`src/rtl/uart_rx_byte_if.sv`:
```
// rtl/uart_rx_byte_if.sv - received-byte bundle between the UART receiver and its consumer
interface uart_rx_byte_if #(
  parameter int DATA_BITS = 8
);
  logic [DATA_BITS-1:0] rx_data;
  logic                 rx_valid;
  logic                 frame_err;
  logic                 parity_err;
  logic                 rx_busy;

  modport master (
    output rx_data,
    output rx_valid,
    output frame_err,
    output parity_err,
    output rx_busy
  );

  modport slave (
    input rx_data,
    input rx_valid,
    input frame_err,
    input parity_err,
    input rx_busy
  );
endinterface

```
`src/rtl/uart_rx_byte.sv`:
```
// rtl/uart_rx_byte.sv - UART byte receiver, 8N1 LSB first, mid-bit sampling in the clk_50M domain
// Define UART_RX_PARITY_EN for 8E1 frames with an even-parity check (parity_err strobe).
module uart_rx_byte #(
  parameter int CLKS_PER_BIT = 5208,
  parameter int DATA_BITS    = 8
) (
  input  logic           clk_50M,
  input  logic           reset,
  input  logic           uart_rxd,
  uart_rx_byte_if.master rx_if
);

  localparam int CNT_W = $clog2(CLKS_PER_BIT);
  localparam int BIT_W = (DATA_BITS > 1) ? $clog2(DATA_BITS) : 1;

  localparam logic [CNT_W-1:0] HALF_LAST = CNT_W'(CLKS_PER_BIT / 2 - 1);
  localparam logic [CNT_W-1:0] FULL_LAST = CNT_W'(CLKS_PER_BIT - 1);
  localparam logic [BIT_W-1:0] LAST_BIT  = BIT_W'(DATA_BITS - 1);

  typedef enum logic [2:0] {
    IDLE,
    START,
    DATA,
    PARITY,
    STOP,
    BREAK
  } state_t;

  state_t               state;
  logic                 rxd_m;
  logic                 rxd_s;
  logic [CNT_W-1:0]     baud_cnt;
  logic [BIT_W-1:0]     bit_cnt;
  logic [DATA_BITS-1:0] rx_shift;
  logic [DATA_BITS-1:0] rx_data_q;
  logic                 rx_valid_q;
  logic                 frame_err_q;
  logic                 rx_busy_q;
`ifdef UART_RX_PARITY_EN
  logic                 parity_bit;
  logic                 parity_err_q;
`endif

  logic full_tick;
  assign full_tick = (baud_cnt == FULL_LAST);

  always_ff @(posedge clk_50M) begin
    if (reset) begin
      state       <= IDLE;
      rxd_m       <= 1'b1;
      rxd_s       <= 1'b1;
      baud_cnt    <= '0;
      bit_cnt     <= '0;
      rx_shift    <= '0;
      rx_data_q   <= '0;
      rx_valid_q  <= 1'b0;
      frame_err_q <= 1'b0;
      rx_busy_q   <= 1'b0;
`ifdef UART_RX_PARITY_EN
      parity_bit   <= 1'b0;
      parity_err_q <= 1'b0;
`endif
    end else begin
      rxd_m       <= uart_rxd;
      rxd_s       <= rxd_m;
      rx_valid_q  <= 1'b0;
      frame_err_q <= 1'b0;
`ifdef UART_RX_PARITY_EN
      parity_err_q <= 1'b0;
`endif

      case (state)
        IDLE: begin
          if (!rxd_s) begin
            state     <= START;
            baud_cnt  <= '0;
            rx_busy_q <= 1'b1;
          end
        end

        // Re-check the line at the middle of the start bit so short glitches are dropped.
        START: begin
          if (baud_cnt == HALF_LAST) begin
            baud_cnt <= '0;
            if (rxd_s) begin
              state     <= IDLE;
              rx_busy_q <= 1'b0;
            end else begin
              state   <= DATA;
              bit_cnt <= '0;
            end
          end else begin
            baud_cnt <= baud_cnt + CNT_W'(1);
          end
        end

        DATA: begin
          if (full_tick) begin
            baud_cnt <= '0;
            rx_shift <= {rxd_s, rx_shift[DATA_BITS-1:1]};
            if (bit_cnt == LAST_BIT) begin
`ifdef UART_RX_PARITY_EN
              state <= PARITY;
`else
              state <= STOP;
`endif
            end else begin
              bit_cnt <= bit_cnt + BIT_W'(1);
            end
          end else begin
            baud_cnt <= baud_cnt + CNT_W'(1);
          end
        end

`ifdef UART_RX_PARITY_EN
        PARITY: begin
          if (full_tick) begin
            baud_cnt   <= '0;
            parity_bit <= rxd_s;
            state      <= STOP;
          end else begin
            baud_cnt <= baud_cnt + CNT_W'(1);
          end
        end
`endif

        STOP: begin
          if (full_tick) begin
            baud_cnt <= '0;
            if (rxd_s) begin
              rx_data_q  <= rx_shift;
              rx_valid_q <= 1'b1;
              rx_busy_q  <= 1'b0;
              state      <= IDLE;
`ifdef UART_RX_PARITY_EN
              parity_err_q <= parity_bit ^ (^rx_shift);
`endif
            end else begin
              frame_err_q <= 1'b1;
              state       <= BREAK;
            end
          end else begin
            baud_cnt <= baud_cnt + CNT_W'(1);
          end
        end

        // A line held low after a bad stop bit reports only once; wait for it to recover.
        BREAK: begin
          if (rxd_s) begin
            state     <= IDLE;
            rx_busy_q <= 1'b0;
          end
        end

        default: begin
          state     <= IDLE;
          rx_busy_q <= 1'b0;
        end
      endcase
    end
  end

  assign rx_if.rx_data   = rx_data_q;
  assign rx_if.rx_valid  = rx_valid_q;
  assign rx_if.frame_err = frame_err_q;
  assign rx_if.rx_busy   = rx_busy_q;
`ifdef UART_RX_PARITY_EN
  assign rx_if.parity_err = parity_err_q;
`else
  assign rx_if.parity_err = 1'b0;
`endif

endmodule

```
`src/flat_wrapper.sv`:
```
// flat-port wrapper written by rule: the top's interface ports become plain ports
module uart_rx_byte_flat 
#(
  parameter int CLKS_PER_BIT = 5208,
  parameter int DATA_BITS    = 8
)
  (clk_50M, reset, uart_rxd, rx_if_rx_data, rx_if_rx_valid, rx_if_frame_err, rx_if_parity_err, rx_if_rx_busy);
  uart_rx_byte_if #(.DATA_BITS(DATA_BITS)) rx_if_i ();
  input  logic clk_50M;
  input  logic reset;
  input  logic uart_rxd;
  output wire logic [$bits(rx_if_i.rx_data)-1:0] rx_if_rx_data;
  output wire logic [$bits(rx_if_i.rx_valid)-1:0] rx_if_rx_valid;
  output wire logic [$bits(rx_if_i.frame_err)-1:0] rx_if_frame_err;
  output wire logic [$bits(rx_if_i.parity_err)-1:0] rx_if_parity_err;
  output wire logic [$bits(rx_if_i.rx_busy)-1:0] rx_if_rx_busy;
  assign rx_if_rx_data = rx_if_i.rx_data;
  assign rx_if_rx_valid = rx_if_i.rx_valid;
  assign rx_if_frame_err = rx_if_i.frame_err;
  assign rx_if_parity_err = rx_if_i.parity_err;
  assign rx_if_rx_busy = rx_if_i.rx_busy;
  uart_rx_byte #(.CLKS_PER_BIT(CLKS_PER_BIT), .DATA_BITS(DATA_BITS)) u_core (.clk_50M(clk_50M), .reset(reset), .uart_rxd(uart_rxd), .rx_if(rx_if_i));
endmodule
```
`config.mk`:
```
export PLATFORM = sky130hd
export DESIGN_NAME = uart_rx_byte_flat
export DESIGN_NICKNAME = d
export VERILOG_FILES = /design/src/rtl/uart_rx_byte_if.sv /design/src/rtl/uart_rx_byte.sv /design/src/flat_wrapper.sv
export SDC_FILE = /design/constraint.sdc
export NUM_CORES = 1
export LEC_CHECK = 0
export BUFFER_PORTS_ARGS = -buffer_cell sky130_fd_sc_hd__buf_2
export CAP_MARGIN = 40
export CORE_UTILIZATION = 40
export CTS_CLUSTER_DIAMETER = 100
export DETAILED_ROUTE_END_ITERATION = 12
export PLACE_DENSITY = 0.62
export SYNTH_ARGS = -nofsm -noshare
export SYNTH_HDL_FRONTEND = slang
export SYNTH_SLANG_ARGS = --single-unit
```
`constraint.sdc`:
```
create_clock -name clk_50M -period 2.8 [get_ports clk_50M]
set_clock_uncertainty 0.05 [all_clocks]
set_input_delay 0.42 -clock clk_50M [delete_from_list [all_inputs] [get_ports clk_50M]]
set_output_delay 0.42 -clock clk_50M [all_outputs]
set_load 0.02 [all_outputs]
```
==> results.json, run 1 <==
{
  "status": "finished clean",
  "synthArstFlopShare_pct": 0,
  "gp_routability_congestion": 0.8375,
  "synth_mux_area_share_pct": 9.782,
  "grt_busiest_layer": "met2",
  "synth_enable_flop_cells": 0,
  "post_synthesis_compound_gate_area_fraction_pct": 16.07,
  "worst_r2r_path_depth": 6,
  "total_non_filler_cell_area_in_the_finished_layout_sq_um": 2222,
  "cts_hold_buf": 0,
  "hold_path.class": "input port to register",
  "r2r_end": "u_core.bit_cnt[0]",
  "cts_setup_buffers": 0,
  "power_leakage_nw": 0.9089,
  "design_power_total_mw": 1.036,
  "crit_required_ns": 2.93,
  "synth_area_leaders": "dfxtp_1 40%, mux2i_1 8.5%, nor2_1 5.6%",
  "wl_um": 3925,
  "synth_fp_nets": 232,
  "fillerInstances": 471,
  "netlist_area_sq_um": 2008,
  "startpoint": "u_core.baud_cnt[0]",
  "met3_usage_grt_pct": 3.867,
  "yosys_cell_types": 55,
  "synth_adder_area_share_pct": 1.869,
  "post-place-cells": 297,
  "yosys.area_share.xor_xnor_pct": 0.4361,
  "post_dp_cell_area_sq_um": 2125,
  "setup_viol": 0,
  "drive_gt1_share_pct": 17.23,
  "syn-mean-instance-area_sq_um": 8.886,
  "rrSetupSlack_ns": 0.26,
  "worstPathMaxFanout": 6,
  "synth.yosys.warnings": 0,
  "yosysTopAreaCellShare_pct": 39.88,
  "period_minus_slack_ns": 2.542,
  "max_cap_viol_count": 0,
  "drc": 0,
  "h-tree-depth": 2,
  "area.growth.synth_to_final_pct": 10.65,
  "dieWidth_um": 72.86,
  "ys_ff_latch": 40,
  "antenna_found_initial": 0,
  "rsz_0062_raised_after_global_routing": "no",
  "final_hold_vios": 0,
  "tns_ns": 0,
  "avgViaCountPerCell": 5.321,
  "floorplan.core_area_sq_um": 4786,
  "crit-reg2reg-launch": "u_core.baud_cnt[0]",
  "placement_rows": 25,
  "postSynth.topFlopCell": "dfxtp_1",
  "critical_path.endpoint_type": "register",
  "detailedRoute.firstIterationViolations": 95,
  "global_route_wire_length_before_repair_um": 6699,
  "cts_tree": "built",
  "max_freq_ghz": 0.3934,
  "worst_skew_pair.late_latency_ns": 0.29,
  "use_met1_pct": 22.41,
  "detailed_place_hpwl_um": 2770,
  "grt-ovfl-total": 0,
  "detail-route-antenna-nets": 0,
  "layout.nets": 243,
  "grt_util_met2_pct": 23.68,
  "timing.critical_path.to": "u_core.bit_cnt[0]",
  "die_h_um": 72.86,
  "crit_type": "register to register",
  "clock_sink_count": 40,
  "synth-seq-area-share_pct": 39.88,
  "grt_start_max_net_pins": 22,
  "synth_largest_area_cell": "dfxtp_1",
  "detailroute.via_count": 1623,
  "dieArea_sq_um": 5308,
  "floorplan.initialDensity_pct": 41.96,
  "track_usage_pct": 16.02,
  "post_cts_resize_count": 0,
  "first_global_vias": 1430,
  "power.density_nw_per_um2": 466.3,
  "max_slew_margin_pct": 53.10,
  "layoutNonFillerInstCount": 305,
  "n_diodes": 0,
  "cts_root_buffer": "clkbuf_8",
  "path_clk_slew_ns": 0.08,
  "detailedRoute.firstPassIterationCount": 4,
  "maxSlewViolCount": 0,
  "wire_per_inst_um": 12.87,
  "timing.critical_path.arrival_ns": 2.67,
  "postSynthCellCount": 226,
  "pin_count": 15,
  "synth_top_family_by_area": "simple AND/OR/NAND/NOR gates",
  "cp-start-kind": "register",
  "buffer_ports.inserted": 13,
  "slew_at_the_pin_with_the_worst_max_slew_slack_ns": 0.7034,
  "synth_simple_gate_area_share_pct": 27.54,
  "cts_max_path_buffers": 2,
  "irDropWorstVdd_uv": 300.2,
  "cts_buffers": 5,
  "layout_worst_path_cycle_share_pct": 90.79
}
[metal layers]
metal	routed length [um]	share of wire (%)
met5	0	0
met4	44	1.1
met3	125	3.2
met2	1764	45
met1	1990	51
[Yosys cell counts, types with 2 or more instances]
library cell  instances
inv_1                 4
o21ai_0               8
nand4b_1              2
nor2_1               30
ha_1                  3
a22o_1                3
mux2i_1              17
or2_2                 5
dfxtp_1              40
and3_1                2
a21oi_1              12
clkbuf_1              9
nor4_1                3
nand4_1               5
buf_4                 2
a41oi_1               2
o211ai_1              2
buf_2                 2
nand3_1               6
nor3_1                3
a31oi_1               6
nand2b_1              8
or3_1                 3
a21o_1                2
nand3b_1              3
a211o_1               2
nand2_1              14
[flip-flops by register name (all words and copies together) (netlist names)]
register and cells:
u_core.rx_shift 8, u_core.state 3, u_core.rx_if.frame_err 1, u_core.rx_if.rx_data 8, u_core.rx_if.rx_busy 1, u_core.rxd_s 1
u_core.rxd_m 1, u_core.bit_cnt 3, u_core.baud_cnt 13, u_core.rx_if.rx_valid 1
[report_power, final]
group          switching [mW]  leakage (nW)  internal (mW)
Combinational          0.0369         0.543         0.0181
Clock                   0.203        0.0434          0.199
Sequential            0.00619         0.323          0.573
[area by class of cell]
class                      count  area, sq um  share of cell area [%]
clock inverter                 2        15.01                  0.6757
sequential                    40        800.8                   36.04
multi-input combinational    168         1122                   50.51
timing repair buffer          18        102.6                   4.617
clock buffer                   6        82.58                   3.716
inverter                       4        15.01                  0.6757
tap                           67        83.83                   3.773
[worst min path at each step]
stage                      start            to  slack [ns]  cells past startpoint
detailed placement  u_core.rxd_m  u_core.rxd_s        0.34                      1
floorplan           u_core.rxd_m  u_core.rxd_s        0.34                      1
finish                  uart_rxd  u_core.rxd_m        0.27                      2
CTS                     uart_rxd  u_core.rxd_m        0.26                      2
global route            uart_rxd  u_core.rxd_m        0.25                      2
global placement    u_core.rxd_m  u_core.rxd_s        0.35                      1
[stage by stage]
stage / utilization (%) / hold WS, ns / worst slack [ns]
global placement: 44.39 / 0.3484 / 0.3850
floorplan: - / 0.3395 / 0.5105
CTS: 46.43 / 0.2581 / 0.2875
finish: 46.43 / 0.2689 / 0.2578
global route: 46.43 / 0.2527 / 0.1291
detailed placement: 44.39 / 0.3433 / 0.2916
[critical path: stages (launching register included)]
cell	delay (ns)
dfxtp_1	0.40
ha_1	0.30
or3b_4	0.43
nand4b_1	0.39
nor4_1	0.43
a311oi_1	0.15
mux2_4	0.29
[kinds of logic (layout without fill, tap and decap cells)]
group | Yosys count | in the layout
adder cells (fa/ha/maj) | 3 | 3
XOR/XNOR | 1 | 1
other | 1 | 1
flip-flops | 40 | 40
AO/OA/AOI/OAI | 48 | 48
multiplexers | 19 | 19
buffers and inverters | 18 | 30
AND/OR/NAND/NOR | 96 | 96
[layout by cell type, fill, tap and decap left out, types with 2 or more instances in the layout]
master / netlist / routed
nand3b_1: 3 / 3
a31oi_1: 6 / 6
nor4_1: 3 / 3
or2_2: 5 / 5
nand4_1: 5 / 5
nor2_1: 30 / 30
and3_1: 2 / 2
nor3_1: 3 / 3
or3_1: 3 / 3
a21o_1: 2 / 2
nand3_1: 6 / 6
clkinvlp_4: 0 / 2
o21ai_0: 8 / 8
buf_4: 2 / 5
ha_1: 3 / 3
nand4b_1: 2 / 2
o211ai_1: 2 / 2
dfxtp_1: 40 / 40
buf_2: 2 / 13
a211o_1: 2 / 2
a22o_1: 3 / 3
mux2i_1: 17 / 17
a21oi_1: 12 / 12
inv_1: 4 / 4
a41oi_1: 2 / 2
clkbuf_8: 0 / 6
nand2b_1: 8 / 8
nand2_1: 14 / 14
Power figures use the tool's default switching activity.
==> run 2, diff against run 1 <==
--- a/config.mk
+++ b/config.mk
@@ -5,6 +5,7 @@
 export SDC_FILE = /design/constraint.sdc
 export NUM_CORES = 1
 export LEC_CHECK = 0
+export ABC_AREA = 1
 export BUFFER_PORTS_ARGS = -buffer_cell sky130_fd_sc_hd__buf_2
 export CAP_MARGIN = 40
 export CORE_UTILIZATION = 40
==> results.json, run 2 <==
{
  "postSynthCellCount": 288,
  "synth.yosys.warnings": 0,
  "global_route_wire_length_before_repair_um": 7438,
  "timing.hold.worst_endpoint": "u_core.rxd_m",
  "crit_required_ns": 2.99,
  "max_cap_viol_count": 0,
  "detail-route-antenna-nets": 0,
  "h-tree-depth": 2,
  "r2r_end": "u_core.rx_if.rx_data[3]",
  "worst_r2r_path_depth": 7,
  "final_hold_vios": 0,
  "synth_enable_flop_cells": 0,
  "clock_sink_count": 40,
  "critical_path.top_delay_family": "simple AND/OR/NAND/NOR gates",
  "slew_at_the_pin_with_the_worst_max_slew_slack_ns": 0.5281,
  "crit_type": "register to register",
  "cts_setup_buffers": 0,
  "path_clk_slew_ns": 0.09,
  "worst_skew_pair.late_latency_ns": 0.30,
  "grt_busiest_layer": "met2",
  "layout_worst_path_cycle_share_pct": 69.17,
  "largest_register_ff_count": 13,
  "cts_root_buffer": "clkbuf_8",
  "timing.hold.worst.start": "uart_rxd",
  "cts_buffers": 5,
  "synth-seq-area-share_pct": 39.95,
  "dieWidth_um": 72.79,
  "first_global_vias": 1647,
  "maxSlewViolCount": 0,
  "power_leakage_nw": 0.9816,
  "grt-ovfl-total": 0,
  "crit-reg2reg-launch": "u_core.baud_cnt[0]",
  "cts_hold_buf": 0,
  "max_freq_ghz": 0.5163,
  "most_flops_register": "u_core.baud_cnt",
  "post_cts_resize_count": 0,
  "detailedRoute.firstPassIterationCount": 4,
  "critPathMaxStageDelay_ns": 0.44,
  "timing.critical_path.buf_inv": 0,
  "layout.nets": 309,
  "period_minus_slack_ns": 1.937,
  "worstHoldPathCells": 2,
  "synth_area_leaders": "dfxtp_1 40%, nand2_1 12%, inv_1 7.9%",
  "tns_ns": 0,
  "crit_path_cell_trace": "ha_1, nand2_1, nor2_1, nand3_4, nor3_4, o21ai_0, a21oi_1",
  "avgViaCountPerCell": 4.768,
  "worstPathMaxFanout": 16,
  "postSynth.topFlopCell": "dfxtp_1",
  "detailedRoute.firstIterationViolations": 109,
  "drive_gt1_share_pct": 14.14,
  "met3_usage_grt_pct": 3.729,
  "hold_path.class": "input port to register",
  "die_h_um": 72.79,
  "timing.critical_path.arrival_ns": 2.12,
  "critical-path-slowest-cell": "nor3_4",
  "cts_tree": "built",
  "netlist_area_sq_um": 2004,
  "cp-start-kind": "register",
  "drc": 0,
  "buffer_ports.inserted": 13,
  "detailed_place_hpwl_um": 3021,
  "wire_per_inst_um": 11.08,
  "synth_largest_area_cell": "dfxtp_1",
  "holdWs_ns": 0.2566,
  "critical_path.endpoint_type": "register",
  "yosys_cell_types": 30,
  "syn-mean-instance-area_sq_um": 6.960,
  "ys_ff_latch": 40,
  "area.growth.synth_to_final_pct": 11.30,
  "grt_util_met2_pct": 27.00,
  "post-synth-top-count-cell": "nand2_1",
  "rrSetupSlack_ns": 0.86,
  "dieArea_sq_um": 5298,
  "synth_fp_nets": 294,
  "gp_routability_congestion": 0.9352,
  "power.density_nw_per_um2": 787.9,
  "total_non_filler_cell_area_in_the_finished_layout_sq_um": 2231,
  "detailroute.via_count": 1769,
  "post_dp_cell_area_sq_um": 2115,
  "wl_um": 4111,
  "placement_rows": 25,
  "layout.cells.most_common": "nand2_1",
  "pin_count": 15,
  "fillerInstances": 503,
  "n_diodes": 0,
  "floorplan.core_area_sq_um": 4786,
  "cts_max_path_buffers": 2,
  "layout_common_cells": "63 x nand2_1, 42 x inv_1, 40 x dfxtp_1, 32 x nor2_1, 22 x a21oi_1",
  "rsz_0062_raised_after_global_routing": "no",
  "synthArstFlopShare_pct": 0,
  "irDropWorstVdd_uv": 366.8,
  "floorplan.initialDensity_pct": 41.88,
  "yosysTopAreaCellShare_pct": 39.95,
  "status": "finished clean",
  "max_slew_margin_pct": 64.68,
  "track_usage_pct": 17.89,
  "post_synth_most_frequent_cells": "63 x nand2_1, 42 x inv_1, 40 x dfxtp_1",
  "antenna_found_initial": 0,
  "use_met1_pct": 25.53,
  "grt_start_max_net_pins": 18,
  "setup_viol": 0
}
## run 2: cell types whose count changed after synthesis, moves of 6 or more
cell / change
nand3_1: +6
inv_1: +38
mux2i_1: -17
clkbuf_1: -8
a21oi_1: +10
o21ai_0: +13
nand2_1: +49
nand2b_1: -8
## run 2: metrics by stage
stage	setup WS [ns]	power, mW	std cells	utilization, %
2_1_floorplan	1.202	1.175	288	-
3_3_place_gp	0.9038	1.270	363	44.18
3_5_place_dp	0.8623	1.275	363	44.18
4_1_cts	0.8453	1.763	371	46.61
5_1_grt	0.5932	1.888	371	46.61
6_report	0.8631	1.758	371	46.61
## run 2: metal layers
metal / part of all wire (%) / vias up
li1: - / 949
met1: 51 / 776
met2: 44 / 40
met3: 4.8 / 4
met4: 0.83 / 0
met5: 0 / -
## run 2: cell families (layout without fill, tap and decap cells)
logic type | count (synthesis) | in the layout | share of synthesized area, %
and+or+nand+nor | 144 | 144 | 34.71
DFF | 40 | 40 | 39.95
other | 1 | 1 | 0.1871
adders and majority gates | 3 | 3 | 1.873
buffers and inverters | 51 | 67 | 10.74
AOI/OAI and AO/OA | 49 | 49 | 12.55
## run 2: layout make-up
| class | instances | area [sq um] | share of cell area (%) |
|---|---|---|---|
| multi-input cells | 197 | 988.4 | 44.31 |
| flip-flops and latches | 40 | 800.8 | 35.89 |
| inverters | 45 | 168.9 | 7.572 |
| well taps | 67 | 83.83 | 3.758 |
| repair buffers | 14 | 72.57 | 3.253 |
| clock buffers | 5 | 68.82 | 3.085 |
| clock inverters | 3 | 47.55 | 2.131 |
## run 2: power breakdown
part | internal (mW) | switching [mW]
sequential | 0.610 | 0.0426
combinational | 0.187 | 0.429
clock | 0.269 | 0.220
## run 2: worst max-delay path by stage
stage	startpoint	end	slack [ns]	cells after the start
after floorplan	u_core.baud_cnt[0]	u_core.rx_if.rx_data[5]	1.20	8
after global placement	u_core.baud_cnt[0]	u_core.rx_if.rx_data[5]	0.90	7
after detailed placement	u_core.baud_cnt[0]	u_core.rx_if.rx_data[7]	0.86	7
after CTS	u_core.baud_cnt[0]	u_core.rx_if.rx_data[3]	0.85	7
after global routing	u_core.baud_cnt[0]	u_core.rx_if.rx_data[2]	0.59	7
final	u_core.baud_cnt[0]	u_core.rx_if.rx_data[3]	0.86	7
## run 2: worst register-to-register path, delay by kind of cell (launching register included)
family          cells  cell delay, ns
fa+ha+maj           1            0.21
simple gates        4            0.95
compound gates      2            0.28
flops               1            0.38
==> run 3, diff against run 2 <==
==> constraint.sdc (replaced) <==
create_clock -name clk_50M -period 1.79 [get_ports clk_50M]
set_clock_uncertainty 0.05 [all_clocks]
set_input_delay 0.2685 -clock clk_50M [delete_from_list [all_inputs] [get_ports clk_50M]]
set_output_delay 0.2685 -clock clk_50M [all_outputs]
set_load 0.02 [all_outputs]
==> results.json, run 3 (synthesis gave the netlist of run 2 again) <==
{
  "status": "finished clean",
  "cts_root_buffer": "clkbuf_8",
  "drc": 0,
  "clock_sink_count": 40,
  "h-tree-depth": 2,
  "hold_path.class": "input port to register",
  "worst_path_most_repeated_cell": "nand2_1",
  "die_h_um": 72.79,
  "detailedRoute.firstPassIterationCount": 4,
  "grt_util_met2_pct": 27.21,
  "floorplan.initialDensity_pct": 41.88,
  "power_switching_share_pct": 40.66,
  "wire_per_inst_um": 10.70,
  "dieArea_sq_um": 5298,
  "grt-ovfl-total": 0,
  "avgViaCountPerCell": 4.755,
  "antenna_found_initial": 0,
  "crit_type": "register to register",
  "largest_register_ff_count": 13,
  "multi_input_comb_area_sq_um": 1008,
  "design_power_total_mw": 2.692,
  "layout_common_cells": "62 x nand2_1, 42 x inv_1, 37 x dfxtp_1, 31 x nor2_1, 22 x a21oi_1",
  "grt_start_max_net_pins": 21,
  "global_route_wire_length_before_repair_um": 7003,
  "seq_power_share_pct": 38.0,
  "final_hold_vios": 0,
  "grt_busiest_layer": "met2",
  "power.density_nw_per_um2": 1162,
  "timing.critical_path.arrival_ns": 1.78,
  "final-seq-area_sq_um": 804.5,
  "detailedRoute.firstIterationViolations": 135,
  "drive_gt1_share_pct": 18.27,
  "power_leakage_nw": 1.014,
  "first_global_vias": 1582,
  "detail-route-antenna-nets": 0,
  "area.growth.synth_to_final_pct": 15.54,
  "maxSlewViolCount": 0,
  "layout.core_utilization_pct": 48.39,
  "placement_rows": 25,
  "crit_required_ns": 1.93,
  "layout_worst_path_cycle_share_pct": 91.63,
  "n_diodes": 0,
  "dieWidth_um": 72.79,
  "cts_tree": "built",
  "detailroute.via_count": 1802,
  "layout.cells.most_common": "nand2_1",
  "detailed_place_hpwl_um": 2985,
  "fillerInstances": 499,
  "worst_skew_pair.late_latency_ns": 0.30,
  "track_usage_pct": 17.18,
  "period_minus_slack_ns": 1.640,
  "internal_power_mw": 1.597,
  "most_flops_register": "u_core.baud_cnt",
  "irDropWorstVdd_uv": 569.5,
  "floorplan.core_area_sq_um": 4786,
  "critical-path-slowest-cell": "dfxtp_2",
  "wl_um": 4055,
  "use_met1_pct": 22.27,
  "cp-start-kind": "register",
  "max_cap_viol_count": 0,
  "gp_routability_congestion": 0.8415,
  "critPathMaxStageDelay_ns": 0.35,
  "power.clock.fraction_pct": 22.8,
  "power_spent_charging_and_discharging_nets_mw": 1.095,
  "setup_viol": 0,
  "critical_path.endpoint_type": "register",
  "pin_count": 15,
  "power.share.combinational_pct": 39.2,
  "max_freq_ghz": 0.6097,
  "layout.nets": 317,
  "path_clk_slew_ns": 0.09,
  "tns_ns": 0,
  "met3_usage_grt_pct": 4.558,
  "crit_path_cell_trace": "ha_1, nand2_1, nor2_4, nand3_4, nand2_2, nand3_1, nand2_4, inv_2, nand2_1, nor2_1",
  "cts_max_path_buffers": 2,
  "worstPathMaxFanout": 7,
  "cts_buffers": 5,
  "rsz_0062_raised_after_global_routing": "no",
  "buffer_ports.inserted": 13
}
[run 3: changes by cell type in the layout (fill, tap and decap cells not counted), sizes merged]
cell      previous run  this run
bufinv               1         0
clkinv               2         1
clkinvlp             0         2
buf                 14        22
[run 3: what timing repair did]
action	4_1_cts	5_1_grt
setup endpoints to repair	0	31
buffers inserted	0	2
gates resized for setup	0	8
hold buffers	0	0
[run 3: per-layer routing]
layer	vias to the layer above	wire length [um]
li1	966	-
met1	800	2013
met2	28	1827
met3	8	156
met4	0	57
met5	-	0
[run 3: cell type report]
class	instances	area share, %
clock buffers	5	2.971
inverters	45	7.293
clock inverters	3	1.026
well taps	67	3.620
flip-flops and latches	40	34.74
repair buffers	22	6.807
multi-input cells	197	43.54
[run 3: power by group through the flow]
stage,sequential (mW),combinational (mW),clock [mW]
finish,1.02,1.05,0.613
floorplan,1.04,0.798,0
detailed placement,1.04,1.02,0
CTS,1.02,1.03,0.645
global route,1.03,1.21,0.672
global placement,1.04,1.03,0
[run 3: final timing paths]
path	start	end	slack (ns)	cells past startpoint
max	u_core.baud_cnt[0]	u_core.baud_cnt[12]	0.15	10
min	uart_rxd	u_core.rxd_m	0.1	2
max reg2reg	u_core.baud_cnt[0]	u_core.baud_cnt[12]	0.15	10
min reg2reg	u_core.rxd_m	u_core.rxd_s	0.36	1
[run 3: metrics by stage]
step / setup slack [ns] / cell area, sq um / cells / hold slack, ns
3_3_place_gp: 0.1031 / 2172 / 369 / 0.3410
4_1_cts: 0.03465 / 2265 / 377 / 0.08522
6_report: 0.1498 / 2316 / 379 / 0.09544
2_1_floorplan: 0.1921 / 2004 / 288 / 0.2876
3_5_place_dp: 0.06084 / 2172 / 369 / 0.3472
5_1_grt: 0.01889 / 2316 / 379 / 0.09415
[run 3: critical path, delay by kind of cell (launching register included)]
family | cells | cell delay, ns
adder cells (fa/ha/maj) | 1 | 0.19
buffers and inverters | 1 | 0.05
flip-flops | 1 | 0.35
AND/OR/NAND/NOR | 8 | 0.88
